## src/rtl/fsm.sv

```systemverilog
// Temperature-supervision controller (Moore).
// Tracks IDLE / MONITOR / VENTILADOR / ALARMA from the threshold flags and
// drives registered fan and alarm enables that change together with estado.
module fsm (
  input  logic       clk,
  input  logic       rst,
  input  logic       en,
  input  logic       ac_ventilador,
  input  logic       ac_alarma,
  input  logic       lectura,
  output logic       en_alarma,
  output logic       en_ventilador,
  output logic [1:0] estado
);

  localparam logic [1:0] IDLE       = 2'b00;
  localparam logic [1:0] MONITOR    = 2'b01;
  localparam logic [1:0] VENTILADOR = 2'b10;
  localparam logic [1:0] ALARMA     = 2'b11;

  logic [1:0] state_q, state_d;

  // Next-state: en=0 dominates; flags are only looked at when lectura=1.
  // In every active state a fresh reading selects the level it demands,
  // with ac_alarma taking priority over ac_ventilador.
  always_comb begin
    state_d = state_q;
    if (!en) begin
      state_d = IDLE;
    end else begin
      case (state_q)
        IDLE: state_d = MONITOR;
        MONITOR: begin
          if (lectura) begin
            if (ac_alarma)          state_d = ALARMA;
            else if (ac_ventilador) state_d = VENTILADOR;
          end
        end
        VENTILADOR: begin
          if (lectura) begin
            if (ac_alarma)          state_d = ALARMA;
            else if (!ac_ventilador) state_d = MONITOR;
          end
        end
        ALARMA: begin
          if (lectura && !ac_alarma)
            state_d = ac_ventilador ? VENTILADOR : MONITOR;
        end
        default: state_d = IDLE;
      endcase
    end
  end

  // State and output registers; outputs are decoded from the next state so
  // they land on the same edge as estado without any input-to-output path.
  always_ff @(posedge clk or negedge rst) begin
    if (!rst) begin
      state_q       <= IDLE;
      en_ventilador <= 1'b0;
      en_alarma     <= 1'b0;
    end else begin
      state_q       <= state_d;
      en_ventilador <= state_d[1];
      en_alarma     <= &state_d;
    end
  end

  assign estado = state_q;

endmodule

```

## config.mk

```make
export PLATFORM = sky130hd
export DESIGN_NAME = fsm
export DESIGN_NICKNAME = d
export VERILOG_FILES = /design/src/rtl/fsm.sv
export SDC_FILE = /design/constraint.sdc
export NUM_CORES = 1
export LEC_CHECK = 0
export ABC_AREA = 1
export BUFFER_PORTS_ARGS = -buffer_cell sky130_fd_sc_hd__buf_2
export CORE_AREA = 5 5 42 44
export CTS_CLUSTER_DIAMETER = 40
export CTS_CLUSTER_SIZE = 10
export DETAILED_ROUTE_END_ITERATION = 16
export DIE_AREA = 0 0 47 49
export PLACE_DENSITY = 0.42
export SYNTH_ARGS = -nofsm -noshare
export SYNTH_HDL_FRONTEND = slang
export SYNTH_SLANG_ARGS = --single-unit
export TNS_END_PERCENT = 10
```

## constraint.sdc

```tcl
create_clock -name clk -period 0.9 [get_ports clk]
set_input_delay 0.09 -clock clk [delete_from_list [all_inputs] [get_ports clk]]
set_output_delay 0.09 -clock clk [all_outputs]
set_load 0.02 [all_outputs]
```

==> results.sh, run 1 <==
export IMPL_root_buffer="clkbuf_4"
export IMPL_p_sw_w=0.000115
export IMPL_fin_cells=50
export IMPL_rsz0062_at_grt="yes"
export IMPL_hold_violations=0
export IMPL_period_share_pct=98.0
export IMPL_grt_pass1_wl_um=558
export IMPL_route_detailed_drc=0
export IMPL_cap_violations=0
export IMPL_routed_wirelength_um=349
export IMPL_power_frac_clock_pct=49.9
export IMPL_grt_pass1_vias=161
export IMPL_grt_overflow_total=0
export IMPL_cts_tree="done"
export IMPL_fill_cells=178
export IMPL_placed_cells=45
export IMPL_core_um2=1400
export IMPL_critical_path_class="register to primary output"
export IMPL_place_hpwl_um=286
export IMPL_crit_slowest_cell="dfrtp_2"
export IMPL_hold_ws_ps=124
export IMPL_cts_sinks=3
export IMPL_wl_per_cell_um=6.98
export IMPL_syn_inst=21
export IMPL_initial_core_util_pct=11.5
export IMPL_placed_area_um2=220
export IMPL_drive_gt1_share_pct=55.9
export IMPL_clock_latency_ps=230
export IMPL_clockBufferDepth=2
export IMPL_setup_tns_ps=0
export IMPL_portBuffers=9
export IMPL_netlist_area_um2=161
export IMPL_yosysWarnings=0
export IMPL_finClkSkew_ps=3.75
export IMPL_cts_buffers=3
export IMPL_worstPathRequired_ps=810
export IMPL_min_period_ps=882
export IMPL_diodes=0
export IMPL_via_per_inst=3.08
export IMPL_p_leak_nw=0.152
export IMPL_ys_seq_elements=3
export IMPL_cp_slowest_stage_delay_ps=420
export IMPL_grtUsageTotal_pct=3.74
export IMPL_p_int_w=0.000345
export IMPL_die_w_um=47
export IMPL_status="finished, final reports clean"
export IMPL_cp_num_buf_inv=1
export IMPL_critPathTopFamily="flip-flops"
export IMPL_final_nets=41
export IMPL_worstHoldPathType="input port to register"
export IMPL_tightest_slew_ps=101
export IMPL_ctsHtreeMaxLevel=1
export IMPL_final_cell_mix="8 x buf_2, 4 x inv_1, 4 x nand2_1, 3 x clkbuf_4"
export IMPL_crit_chain="buf_6"
export IMPL_synthDistinctLibCells=10
export IMPL_synth_nets=27
export IMPL_crit_arrival_ps=790
export IMPL_ys_seq_area_share_pct=46.5
export IMPL_stdcell_area_um2=268
export IMPL_drt_iter0_drc=2
export IMPL_layout_commonest_cell="buf_2"
export IMPL_rows=14
export IMPL_relSlewSlack_pct=93.3
export IMPL_max_clock_freq_ghz=1.13
export IMPL_num_io_pins=10
export IMPL_setup_viol=0
export IMPL_grt_antenna_before_repair=0
export IMPL_cts_setup_buffers=0
export IMPL_combPwrFrac_pct=17.1
export IMPL_die_area_um2=2300
export IMPL_switching_share_pct=25.0
export IMPL_clk_pin_slew_ps=40
export IMPL_pwr_share_seq_pct=33.0
export IMPL_utilization_pct=19.1
export IMPL_endpoint_kind="primary output"
export IMPL_via_count=154
export IMPL_die_h_um=49
export IMPL_p_per_area_nw_per_um2=1720
export IMPL_routabilityCongestion=0.594
export IMPL_cp_start_kind="register"
export IMPL_slew_viol_final=0
export IMPL_critical_path_max_fanout=3
export IMPL_syn_to_final_growth_pct=65.9
export IMPL_synth_avg_cell_area_um2=7.69
export IMPL_grt_max_degree=4
export IMPL_ant_nets=0
export IMPL_vdd_drop_max_v=0.000347
export IMPL_first_pass_iters=2
## kinds of logic (layout without fill, tap and decap cells)
group | after synthesis | count (layout) | synth area share, %
buf+inv | 6 | 19 | 16.3
simple gates | 12 | 12 | 37.2
flops | 3 | 3 | 46.5
## stage by stage
stage / power [W] / setup slack [ps]
global route: 0.000498 / -10.9
detailed placement: 0.000223 / 51.9
CTS: 0.000469 / 18.0
floorplan: 0.000196 / 12.2
finish: 0.000459 / 18.1
global placement: 0.000222 / 60.6
## area by class of cell
cell class                      instances  area, µm²  share of cell area (%)
Clock buffer                            4       26.3                    9.81
Timing Repair Buffer                   10       61.3                    22.9
Inverter                                5       18.8                    7.01
Sequential cell                         3       76.3                    28.5
Multi-Input combinational cell         12       65.1                    24.3
Tap cell                               16       20.0                    7.48
## synth_stat cells
master	n	area share (%)
nor2_2	1	3.9
dfrtp_1	3	47
nand3b_1	1	4.7
buf_4	1	4.7
nand2_2	1	3.9
inv_1	4	9.3
nor2_1	3	7.0
nand3_2	1	6.2
nand2_1	5	12
inv_2	1	2.3
## routing by layer
layer  track usage, %  wire (µm)  up-vias
li1                 -          -       84
met1             3.30        112       67
met2             5.20        213        3
met3             1.11         23        0
met4             5.53          0        0
met5                0          0        -
## flip-flops by register name, indices dropped and copies added, names as in the netlist
| signal | count |
|---|---|
| en_ventilador | 1 |
| en_alarma | 1 |
| estado | 1 |
## worst paths after layout
kind	endpoint	slack, ps	depth (start not counted)	start
max in group asynchronous	estado[0]	590	2	rst
worst min register to register	estado[0]	640	4	estado[0]
worst max-delay path	estado[0]	20	1	estado[0]
min in group asynchronous	en_ventilador	190	2	rst
worst max register to register	en_alarma	60	5	estado[0]
worst min-delay path	en_ventilador	120	3	en
## power groups by stage
| stage | registers, W | clock network [W] | logic (W) |
|---|---|---|---|
| 3_3_place_gp | 0.000151 | 0 | 0.0000712 |
| 3_5_place_dp | 0.000152 | 0 | 0.0000711 |
| 5_1_grt | 0.000153 | 0.000258 | 0.0000872 |
| 4_1_cts | 0.000151 | 0.000239 | 0.0000784 |
| 6_report | 0.000152 | 0.000229 | 0.0000785 |
| 2_1_floorplan | 0.000162 | 0 | 0.0000339 |
## repair_timing
action,in CTS,in global routing
setup endpoints to repair,1,3
pin swaps,0,2
hold buffers,1,0
gates resized for setup,2,2
hold endpoints to repair,3,0
Power figures use the tool's default switching activity.
==> run 2: changes to the inputs <==
--- a/config.mk
+++ b/config.mk
@@ -5,14 +5,13 @@
 export SDC_FILE = /design/constraint.sdc
 export NUM_CORES = 1
 export LEC_CHECK = 0
-export ABC_AREA = 1
 export BUFFER_PORTS_ARGS = -buffer_cell sky130_fd_sc_hd__buf_2
 export CORE_AREA = 5 5 42 44
 export CTS_CLUSTER_DIAMETER = 40
 export CTS_CLUSTER_SIZE = 10
 export DETAILED_ROUTE_END_ITERATION = 16
 export DIE_AREA = 0 0 47 49
-export PLACE_DENSITY = 0.42
+export PLACE_DENSITY = 0.41
 export SYNTH_ARGS = -nofsm -noshare
 export SYNTH_HDL_FRONTEND = slang
 export SYNTH_SLANG_ARGS = --single-unit
==> run 2 against run 1 <==
  * The run now ends with negative setup slack left
  * Count of clock-buffer cells in the layout unchanged
  * Synthesized area down 8.5%
  * Synthesized cell count down 19%
  * Clock power up 2%
  * Sequential share of layout area up 0.74 points
  * Critical path type unchanged
  * Largest power group unchanged
==> results.sh, run 2 <==
export IMPL_hold_ws_ps=102
export IMPL_syn_to_final_growth_pct=79.7
export IMPL_crit_arrival_ps=810
export IMPL_ys_seq_area_share_pct=50.8
export IMPL_placed_area_um2=210
export IMPL_synthAdderAreaFrac_pct=0
export IMPL_crit_cells=1
export IMPL_netlist_area_um2=148
export IMPL_final_cell_mix="6 x buf_2, 3 x clkbuf_4, 3 x buf_6"
export IMPL_root_buffer="clkbuf_4"
export IMPL_cts_sinks=3
export IMPL_ctsHtreeMaxLevel=1
export IMPL_route_detailed_drc=0
export IMPL_crit_slowest_cell="dfrtp_2"
export IMPL_synth_largest_area_cell="dfrtp_1"
export IMPL_critical_path_class="register to primary output"
export IMPL_cp_start_kind="register"
export IMPL_vdd_drop_max_v=0.000229
export IMPL_synth_top_family_by_area="compound AO/OA/AOI/OAI gates"
export IMPL_rsz0062_at_grt="yes"
export IMPL_diodes=0
export IMPL_fin_ws_ps=-1.31
export IMPL_p_per_area_nw_per_um2=1800
export IMPL_place_hpwl_um=308
export IMPL_slew_viol_final=0
export IMPL_ant_nets=0
export IMPL_utilization_pct=18.9
export IMPL_routabilityCongestion=0.757
export IMPL_synth_avg_cell_area_um2=8.68
export IMPL_ff2ff_path_depth=3
export IMPL_syn_inst=17
export IMPL_final_nets=37
export IMPL_rows=14
export IMPL_period_share_pct=100
export IMPL_synth_nets=23
export IMPL_setup_viol=2
export IMPL_endpoint_kind="primary output"
export IMPL_worstPathRequired_ps=810
export IMPL_clockBufferDepth=2
export IMPL_placed_cells=41
export IMPL_die_h_um=49
export IMPL_first_pass_iters=4
export IMPL_core_um2=1400
export IMPL_min_period_ps=901
export IMPL_r2r_start="estado[0]"
export IMPL_yosysWarnings=0
export IMPL_synth_edff_count=0
export IMPL_grt_max_degree=7
export IMPL_synthSimpleGateAreaFrac_pct=16.9
export IMPL_hold_violations=0
export IMPL_synth_xor_area_share_pct=0
export IMPL_crit_chain="buf_6"
export IMPL_grt_pass1_wl_um=586
export IMPL_ys_seq_elements=3
export IMPL_synth_cells_most_frequent="3 x dfrtp_1, 3 x nor2_1, 2 x inv_1, 2 x nand2_1"
export IMPL_synthTopCellsByArea="dfrtp_1 51%, nor2_1 7.6%, buf_4 5.1%, inv_1 5.1%, nand2_1 5.1%"
export IMPL_drt_iter0_drc=10
export IMPL_synthDistinctLibCells=11
export IMPL_worstHoldPathType="input port to register"
export IMPL_netlist_area_leader_share_pct=50.8
export IMPL_muxShareOfSynthArea_pct=0
export IMPL_grt_pass1_vias=154
export IMPL_cts_tree="done"
export IMPL_die_area_um2=2300
export IMPL_ys_flop_type="dfrtp_1"
export IMPL_hp_start="en"
export IMPL_clock_latency_ps=230
export IMPL_cp_slowest_stage_delay_ps=440
export IMPL_initial_core_util_pct=10.5
export IMPL_routed_wirelength_um=390
export IMPL_stdcell_area_um2=265
export IMPL_cts_buffers=3
export IMPL_layout_commonest_cell="buf_2"
export IMPL_violations="negative setup slack"
export IMPL_synth_compound_area_share_pct=22.0
export IMPL_relSlewSlack_pct=85.2
export IMPL_max_clock_freq_ghz=1.11
export IMPL_cap_violations=0
export IMPL_cp_num_buf_inv=1
export IMPL_dp_slack_ps=23.4
export IMPL_portBuffers=9
export IMPL_critical_path_max_fanout=5
export IMPL_critPathTopFamily="flip-flops"
export IMPL_timing_rr_end="en_alarma"
export IMPL_p_leak_nw=0.129
export IMPL_async_flop_share_pct=100
export IMPL_finClkSkew_ps=0.748
export IMPL_grt_overflow_total=0
export IMPL_drive_gt1_share_pct=50.0
export IMPL_grt_antenna_before_repair=0
export IMPL_grtUsageTotal_pct=4.38
export IMPL_status="finished with violations"
export IMPL_fin_cells=46
export IMPL_crit_start="en_ventilador"
export IMPL_wl_per_cell_um=8.48
export IMPL_r2r_setup_slack_ps=20
export IMPL_num_io_pins=10
export IMPL_tightest_slew_ps=220
export IMPL_via_count=164
export IMPL_cp_endpoint="en_ventilador"
export IMPL_via_per_inst=3.57
export IMPL_die_w_um=47
export IMPL_clk_pin_slew_ps=40
## run 2: cell types whose count changed in the layout (fill, tap and decap cells not counted), moves of 2 or more
cell,delta
nand2_2,-2
buf_6,+2
inv_1,-2
buf_2,-2
nand2_1,-2
## run 2: layer usage
metal	GRT usage (%)	vias up	share of wire (%)	routed length, µm
li1	-	83	-	-
met1	4.42	71	40	155
met2	3.62	10	34	134
met3	4.06	0	26	100
met4	6.91	0	0	0
met5	0	-	0	0
## run 2: cell type report
cell class	instances	area, µm²
Fill cell	159	1140
Timing Repair Buffer	10	73.8
Clock buffer	4	26.3
Tap cell	16	20.0
Sequential cell	3	77.6
Inverter	2	7.51
Multi-Input combinational cell	11	60.1
## run 2: stage by stage
stage	setup TNS, ps	power [W]
2_1_floorplan	0	0.000198
3_3_place_gp	0	0.000229
3_5_place_dp	0	0.000228
4_1_cts	-38.0	0.000494
5_1_grt	-120	0.000510
6_report	-2.26	0.000477
## run 2: power breakdown
part	internal, W	switching, W
Sequential	0.000146	0.0000123
Combinational	0.0000434	0.0000413
Clock	0.000166	0.0000681
Total	0.000355	0.000122
## run 2: cell families after synthesis
| kind of cell | count (synthesis) |
|---|---|
| buffers and inverters | 3 |
| flip-flops | 3 |
| AO/OA/AOI/OAI | 5 |
| AND/OR/NAND/NOR | 6 |
## run 2: worst min-delay path by stage
stage                          to  slack (ps)  cells after the start
floorplan               en_alarma        -210                      0
global placement        en_alarma        -110                      1
detailed placement      en_alarma        -110                      1
CTS                     estado[0]          90                      2
global route        en_ventilador         110                      3
finish                  estado[0]         100                      2
## run 2: timing repair
action                                  4_1_cts  5_1_grt
resized for setup                             6        0
setup buffers                                 0        0
pin swaps                                     0        1
endpoints found under the setup margin        3        5
cloned                                        0        0
hold buffers                                  1        0
hold endpoints to repair                      3        0
